[config.mk]
export PLATFORM = sky130hd
export DESIGN_NAME = module_bintobcd_seq
export DESIGN_NICKNAME = d
export VERILOG_FILES = /design/src/rtl/module_bintobcd_seq.sv
export SDC_FILE = /design/constraint.sdc
export NUM_CORES = 1
export LEC_CHECK = 0
export ABC_AREA = 0
export BUFFER_PORTS_ARGS = -buffer_cell sky130_fd_sc_hd__buf_2
export CAP_MARGIN = 20
export CORE_UTILIZATION = 56
export DETAILED_ROUTE_END_ITERATION = 6
export PLACE_DENSITY = 0.77
export SLEW_MARGIN = 20
export SYNTH_ARGS = -nofsm -noshare
export SYNTH_HDL_FRONTEND = slang
export SYNTH_SLANG_ARGS = --single-unit
[constraint.sdc]
create_clock -name clk -period 1.5 [get_ports clk]
set_input_delay 0.225 -clock clk [delete_from_list [all_inputs] [get_ports clk]]
set_output_delay 0.225 -clock clk [all_outputs]
set_load 0.1 [all_outputs]
[src/rtl/module_bintobcd_seq.sv]
// module_bintobcd_seq: one-bit-per-cycle double-dabble binary-to-BCD converter with valid/ready on both sides and overflow saturation; define BCD_BLANK_EN to add the digit_blank leading-zero mask output
module module_bintobcd_seq #(
  parameter int WIDTH_IN   = 8,
  parameter int NUM_DIGITS = 3
) (
  input  logic                    clk,
  input  logic                    rst_n,
  input  logic                    in_valid,
  output logic                    in_ready,
  input  logic [WIDTH_IN-1:0]     bin_in,
  output logic                    out_valid,
  input  logic                    out_ready,
  output logic [4*NUM_DIGITS-1:0] bcd_out,
  output logic                    overflow
`ifdef BCD_BLANK_EN
  ,
  output logic [NUM_DIGITS-1:0]   digit_blank
`endif
);
  localparam int BW = 4*NUM_DIGITS;
  localparam int CW = $clog2(WIDTH_IN+1);
  typedef enum logic [1:0] {IDLE, SHIFT, DONE} state_e;
  state_e              state_q, state_d;
  logic [WIDTH_IN-1:0] bin_q, bin_d, bin_sh;
  logic [BW-1:0]       bcd_q, bcd_d, bcd_sh, adj;
  logic [CW-1:0]       cnt_q, cnt_d;
  logic                ovf_acc_q, ovf_acc_d, sh_out;
  // state register
  always_ff @(posedge clk or negedge rst_n) begin
    if (!rst_n) state_q <= IDLE;
    else state_q <= state_d;
  end
  // next state: accept in IDLE, count out WIDTH_IN shifts, wait for consumer in DONE
  always_comb begin
    state_d = state_q == IDLE  ? (in_valid ? SHIFT : IDLE) :
              state_q == SHIFT ? (cnt_q == CW'(1) ? DONE : SHIFT) :
                                 (out_ready ? IDLE : DONE);
  end
  // handshake outputs and the saturated result view
  always_comb begin
    in_ready  = state_q == IDLE;
    out_valid = state_q == DONE;
    overflow  = ovf_acc_q;
    bcd_out   = ovf_acc_q ? {NUM_DIGITS{4'h9}} : bcd_q;
  end
  // datapath next state: add-3 on digits >=5, then shift {bcd,bin} left, collecting lost top bits
  always_comb begin
    adj = bcd_q;
    for (int i = 0; i < NUM_DIGITS; i++)
      adj[4*i +: 4] = bcd_q[4*i +: 4] >= 4'd5 ? bcd_q[4*i +: 4] + 4'd3 : bcd_q[4*i +: 4];
    {sh_out, bcd_sh, bin_sh} = {adj, bin_q, 1'b0};
    bin_d     = state_q == IDLE && in_valid ? bin_in        : state_q == SHIFT ? bin_sh              : bin_q;
    bcd_d     = state_q == IDLE && in_valid ? '0            : state_q == SHIFT ? bcd_sh              : bcd_q;
    ovf_acc_d = state_q == IDLE && in_valid ? 1'b0          : state_q == SHIFT ? ovf_acc_q | sh_out  : ovf_acc_q;
    cnt_d     = state_q == IDLE && in_valid ? CW'(WIDTH_IN) : state_q == SHIFT ? cnt_q - CW'(1)      : cnt_q;
  end
  // datapath registers
  always_ff @(posedge clk or negedge rst_n) begin
    if (!rst_n) begin
      bin_q     <= '0;
      bcd_q     <= '0;
      ovf_acc_q <= 1'b0;
      cnt_q     <= '0;
    end else begin
      bin_q     <= bin_d;
      bcd_q     <= bcd_d;
      ovf_acc_q <= ovf_acc_d;
      cnt_q     <= cnt_d;
    end
  end
`ifdef BCD_BLANK_EN
  logic [NUM_DIGITS-1:0] blank_q, blank_d;
  logic                  zero;
  // build the leading-zero mask from the final digits on the last shift; units digit never blanks
  always_comb begin
    blank_d = blank_q;
    zero    = 1'b1;
    if (state_q == SHIFT && cnt_q == CW'(1)) begin
      for (int i = NUM_DIGITS-1; i >= 0; i--) begin
        zero       = zero & (bcd_d[4*i +: 4] == 4'd0);
        blank_d[i] = (i != 0) && zero && !ovf_acc_d;
      end
    end
  end
  // blank mask register
  always_ff @(posedge clk or negedge rst_n) begin
    if (!rst_n) blank_q <= '0;
    else blank_q <= blank_d;
  end
  assign digit_blank = blank_q;
`endif
endmodule

==> results.cfg, run 1 <==
[setup_path]
arrival_ps = 1420
reg2reg_slack_ps = 70
crit_required_ps = 1270
slowest_delay_ps = 540
endpoint_kind = primary output
critical_path.cell_chain = buf_6, or2_4, buf_12
crit_type = flop to primary output
r2r_cells = 5
critical_path_depth = 3
worstReg2RegStart = bcd_q[9]
path_max_fanout = 6
rr_endpoint = overflow
cp-start-kind = flop
cpMaxStageDelayCell = dfrtp_4
path_buf_inv = 2
crit_family = flip-flops

[outcome]
outcome = complete, but fails checks
violations = setup timing

[die]
die_area_um2 = 3160
die_h_um = 56.2
coreArea_um2 = 2780
die_w_um = 56.2
pin_count = 27
rows = 19
floorplan.initialDensity_pct = 59.2

[synth]
avgSynthCellArea_um2 = 9.57
ys_warn_count = 0
synth_edf_count = 0
synth-main-ff-cell = dfrtp_1
netlist_top_cells_count = dfrtp_1, inv_1, nor2b_1, o21ai_0, nor2_1
syn-num-nets = 192
ys_types = 35
syn-instance-count = 172
synth_most_common_cell = dfrtp_1
synth_top_area_share_pct = 41.1
ys_ff_latch = 27
netlist_area_um2 = 1650
ys_async_sr_fraction_pct = 100
seq_area_frac_synth_pct = 41.1
synth.area.top_cells = dfrtp_1, ha_1, nor2b_1
synth_top_area_cell = dfrtp_1

[clocking]
cts_max_level = 1
path_clk_slew_ps = 150
clockRootBuffer = clkbuf_4
cts_tree = done
insertion_delay_ps = 330
cts_buffer_depth = 2
cts_buffers = 3
cts.sink_count = 27

[grt]
antenna_found_initial = 0
grt_overflow = 0
grt_pass1_wl_um = 6600
grt_pass1_vias = 1474
grt_max_degree = 28
grtUsageTotal_pct = 26.5

[sta]
worst_slew_pin_slew_ps = 620
slew_headroom_pct = 58.7
grt_setup_unrepaired = true
hold_viol = 0
max_freq_ghz = 0.610
maxSlewViolCount = 0
layout_setup_ws_ps = -140
period_needed_ps = 1640
setup_viol = 12
clock_skew_ps = 3.93
fin_crit_sh_pct = 109

[layout]
num-nets-final = 230
regArea_um2 = 681
fill_cells = 171
multiInputGateArea_um2 = 942
n_antenna_cell = 0
syn_to_final_growth_pct = 34.7
drive_above_1_share_pct = 37.8

[flow_run]
maxCapViolations = 0

[detailed_routing]
ant_nets = 0
dr.pass1.iters = 4
dr.first_iter.drc_count = 57
dr_total_vias = 1448
via_per_inst = 6.03
post_drt_wl_per_cell_um = 16.3
route.detailed.drc = 0
drt_wl_total_um = 3920

[hold_path]
holdPathEnd = state_q[1]
min_from = out_ready
hold_depth = 2
hold_path_class = input pin to flop

[placement]
numPortBuffers = 26
globalplace.congestion = 0.855
pre_cts_ws_ps = -13.5
dp_hpwl_um = 2700
[cell families after synthesis]
family	after synthesis	share of synthesized area (%)
compound gates	59	25.4
fa+ha+maj	8	6.08
flops	27	41.1
xor+xnor	3	1.60
buf+inv	25	8.21
simple gates	47	15.7
mux	3	1.90
[flip-flops by register name, indices dropped and copies added, names as in the netlist]
register and flops:
cnt_q 4, state_q 2, bin_q 8, bcd_q 12, overflow 1
[metrics by stage]
step           utilization, %  area, µm²  std cells  hold WS, ps  TNS [ps]
6_report                 79.7       2220        240         50.7      -870
5_1_grt                  79.7       2220        240         27.8     -1330
4_1_cts                  77.6       2160        238         50.4      -941
3_5_place_dp             73.4       2040        227          271     -13.5
3_3_place_gp             73.4       2040        227          263         0
2_1_floorplan               -       1730        172        -70.6      -740
[routing by layer]
layer | up-vias | track usage, % | wire (µm)
met4 | 0 | 11.5 | 44
met5 | - | 0 | 0
li1 | 686 | - | -
met2 | 48 | 45.2 | 2040
met1 | 708 | 33.1 | 1670
met3 | 6 | 4.19 | 167
[area by class of cell]
class / count / share of cell area [%]
Clock buffer: 3 / 1.02
Clock inverter: 1 / 0.226
Inverter: 14 / 2.37
Multi-Input combinational cell: 120 / 42.5
Sequential cell: 27 / 30.7
Tap cell: 31 / 1.75
Timing Repair Buffer: 44 / 21.4
[layout by cell type, fill, tap and decap left out, drive strengths merged, types with 3 or more instances in the layout]
cell type	n
nand2b	6
a32o	3
o21ai	14
or2	6
inv	14
o21a	3
a22oi	7
o2111ai	6
o221ai	3
a21oi	9
nand2	9
ha	8
xnor2	3
nor2	10
buf	43
nor2b	14
dfrtp	27
o31ai	4
o211ai	3
clkbuf	3
[what timing repair did]
item	CTS	global route
hold buffers	1	0
resized for setup	12	13
buffers inserted	6	2
setup endpoints to repair	14	30
hold endpoints to repair	27	0
pin swaps	0	1
[worst max-delay path by stage]
stage	from	end	slack, ps
after floorplan	state_q[0]	in_ready	-240
after global placement	bcd_q[9]	bcd_q[9]	120
after detailed placement	bcd_q[9]	bcd_q[9]	-10
after CTS	overflow	bcd_out[8]	-150
after global routing	overflow	bcd_out[8]	-180
final	overflow	bcd_out[8]	-140
Power of run 1 is not shown: default switching activity piles up to over one toggle a cycle in this logic, so the estimate is an artifact.
==> inputs of run 2 (changes only) <==
Settings changed: SKIP_CTS_REPAIR_TIMING set to 1.
==> results.cfg, run 2 (synthesis gave the netlist of run 1 again) <==
[setup_path]
critical_path.cell_chain = buf_4, nor2_4, buf_12
crit_family = flip-flops
worstReg2RegStart = bcd_q[9]
cp-start-kind = flop
rr_endpoint = bcd_q[9]
cpMaxStageDelayCell = dfrtp_4
endpoint_kind = primary output
path_max_fanout = 10
arrival_ps = 1380
crit_type = flop to primary output
reg2reg_slack_ps = 30
path_buf_inv = 2
r2r_cells = 5
crit_required_ps = 1270
slowest_delay_ps = 550

[detailed_routing]
dr.first_iter.drc_count = 71
drt_wl_total_um = 3970
ant_nets = 0
dr.pass1.iters = 4
via_per_inst = 6.10
route.detailed.drc = 0
dr_total_vias = 1465
post_drt_wl_per_cell_um = 16.5

[layout]
n_antenna_cell = 0
drive_above_1_share_pct = 40.2
layout_common_cells = dfrtp_1, buf_4, o21ai_0
syn_to_final_growth_pct = 34.9
reg_top3 = bcd_q x12, bin_q x8, cnt_q x4
num-nets-final = 230
largest_reg_flops = 12
final_common_cell = dfrtp_1
regMostFlops = bcd_q

[hold_path]
hold_path_class = input pin to flop
min_from = out_ready
holdPathEnd = state_q[1]
hold_depth = 2

[clocking]
cts_max_level = 1
cts_tree = done
path_clk_slew_ps = 150
cts_buffers = 3
clockRootBuffer = clkbuf_4
cts_buffer_depth = 2
insertion_delay_ps = 330
cts.sink_count = 27

[die]
coreArea_um2 = 2780
die_w_um = 56.2
die_area_um2 = 3160
rows = 19
pin_count = 27
die_h_um = 56.2
floorplan.initialDensity_pct = 59.2

[placement]
numPortBuffers = 26
globalplace.congestion = 0.855
dp_hpwl_um = 2700

[sta]
maxSlewViolCount = 0
setup_tns_ps = -753
setup_viol = 12
worst_slew_pin_slew_ps = 622
hold_viol = 0
clock_skew_ps = 9.52
grt_setup_unrepaired = true
fin_crit_sh_pct = 107
period_needed_ps = 1600
slew_headroom_pct = 58.5
layout_setup_ws_ps = -105
max_freq_ghz = 0.623

[grt]
grt_pass1_vias = 1432
grt_pass1_wl_um = 6340
grt_overflow = 0
grt_max_degree = 28
antenna_found_initial = 0
grtUsageTotal_pct = 25.3

[flow_run]
maxCapViolations = 0

[outcome]
violations = setup timing
outcome = complete, but fails checks
==> run 2: cell counts in the layout (fill, tap and decap cells not counted) <==
Identical to the previous run, type by type.
==> run 2: layout make-up <==
type                            instances  area, µm²
Fill cell                             171        562
Clock inverter                          1       5.00
Tap cell                               31       38.8
Inverter                               14       52.6
Timing Repair Buffer                   44        474
Clock buffer                            3       22.5
Sequential cell                        27        682
Multi-Input combinational cell        120        945
==> run 2: how the worst max path moves through the flow <==
| stage | from | endpoint | slack [ps] | cells past startpoint |
|---|---|---|---|---|
| 6_report | overflow | bcd_out[1] | -100 | 3 |
| 5_1_grt | overflow | bcd_out[1] | -140 | 3 |
| 4_1_cts | overflow | bcd_out[11] | -210 | 2 |
| 3_5_place_dp | bcd_q[9] | bcd_q[9] | -10 | 5 |
| 3_3_place_gp | bcd_q[9] | bcd_q[9] | 120 | 5 |
| 2_1_floorplan | state_q[0] | in_ready | -240 | 3 |
==> run 2: routing by layer <==
layer  share of wire [%]  up-vias  global-route usage [%]
li1                    -      686                       -
met1                  43      723                    32.5
met2                  52       45                    42.0
met3                 3.4       11                    4.19
met4                 2.3        0                    11.5
met5                   0        -                       0
==> run 2: stage by stage <==
step	worst slack (ps)	instance area (µm²)	utilization, %	hold WS [ps]	instances
finish	-105	2220	79.8	51.2	240
global route	-141	2220	79.8	23.4	240
CTS	-212	2070	74.4	-94.4	231
detailed placement	-13.5	2040	73.4	271	227
global placement	115	2040	73.4	263	227
floorplan	-235	1730	-	-70.6	172
==> run 2: worst reg2reg max path, stage by stage, from the launching register on <==
cell and delay (ps):
dfrtp_1 450, inv_2 120, ha_2 210, nor2b_2 180, o21a_1 220, o221ai_1 170
Power of run 2 is left out for the same reason.
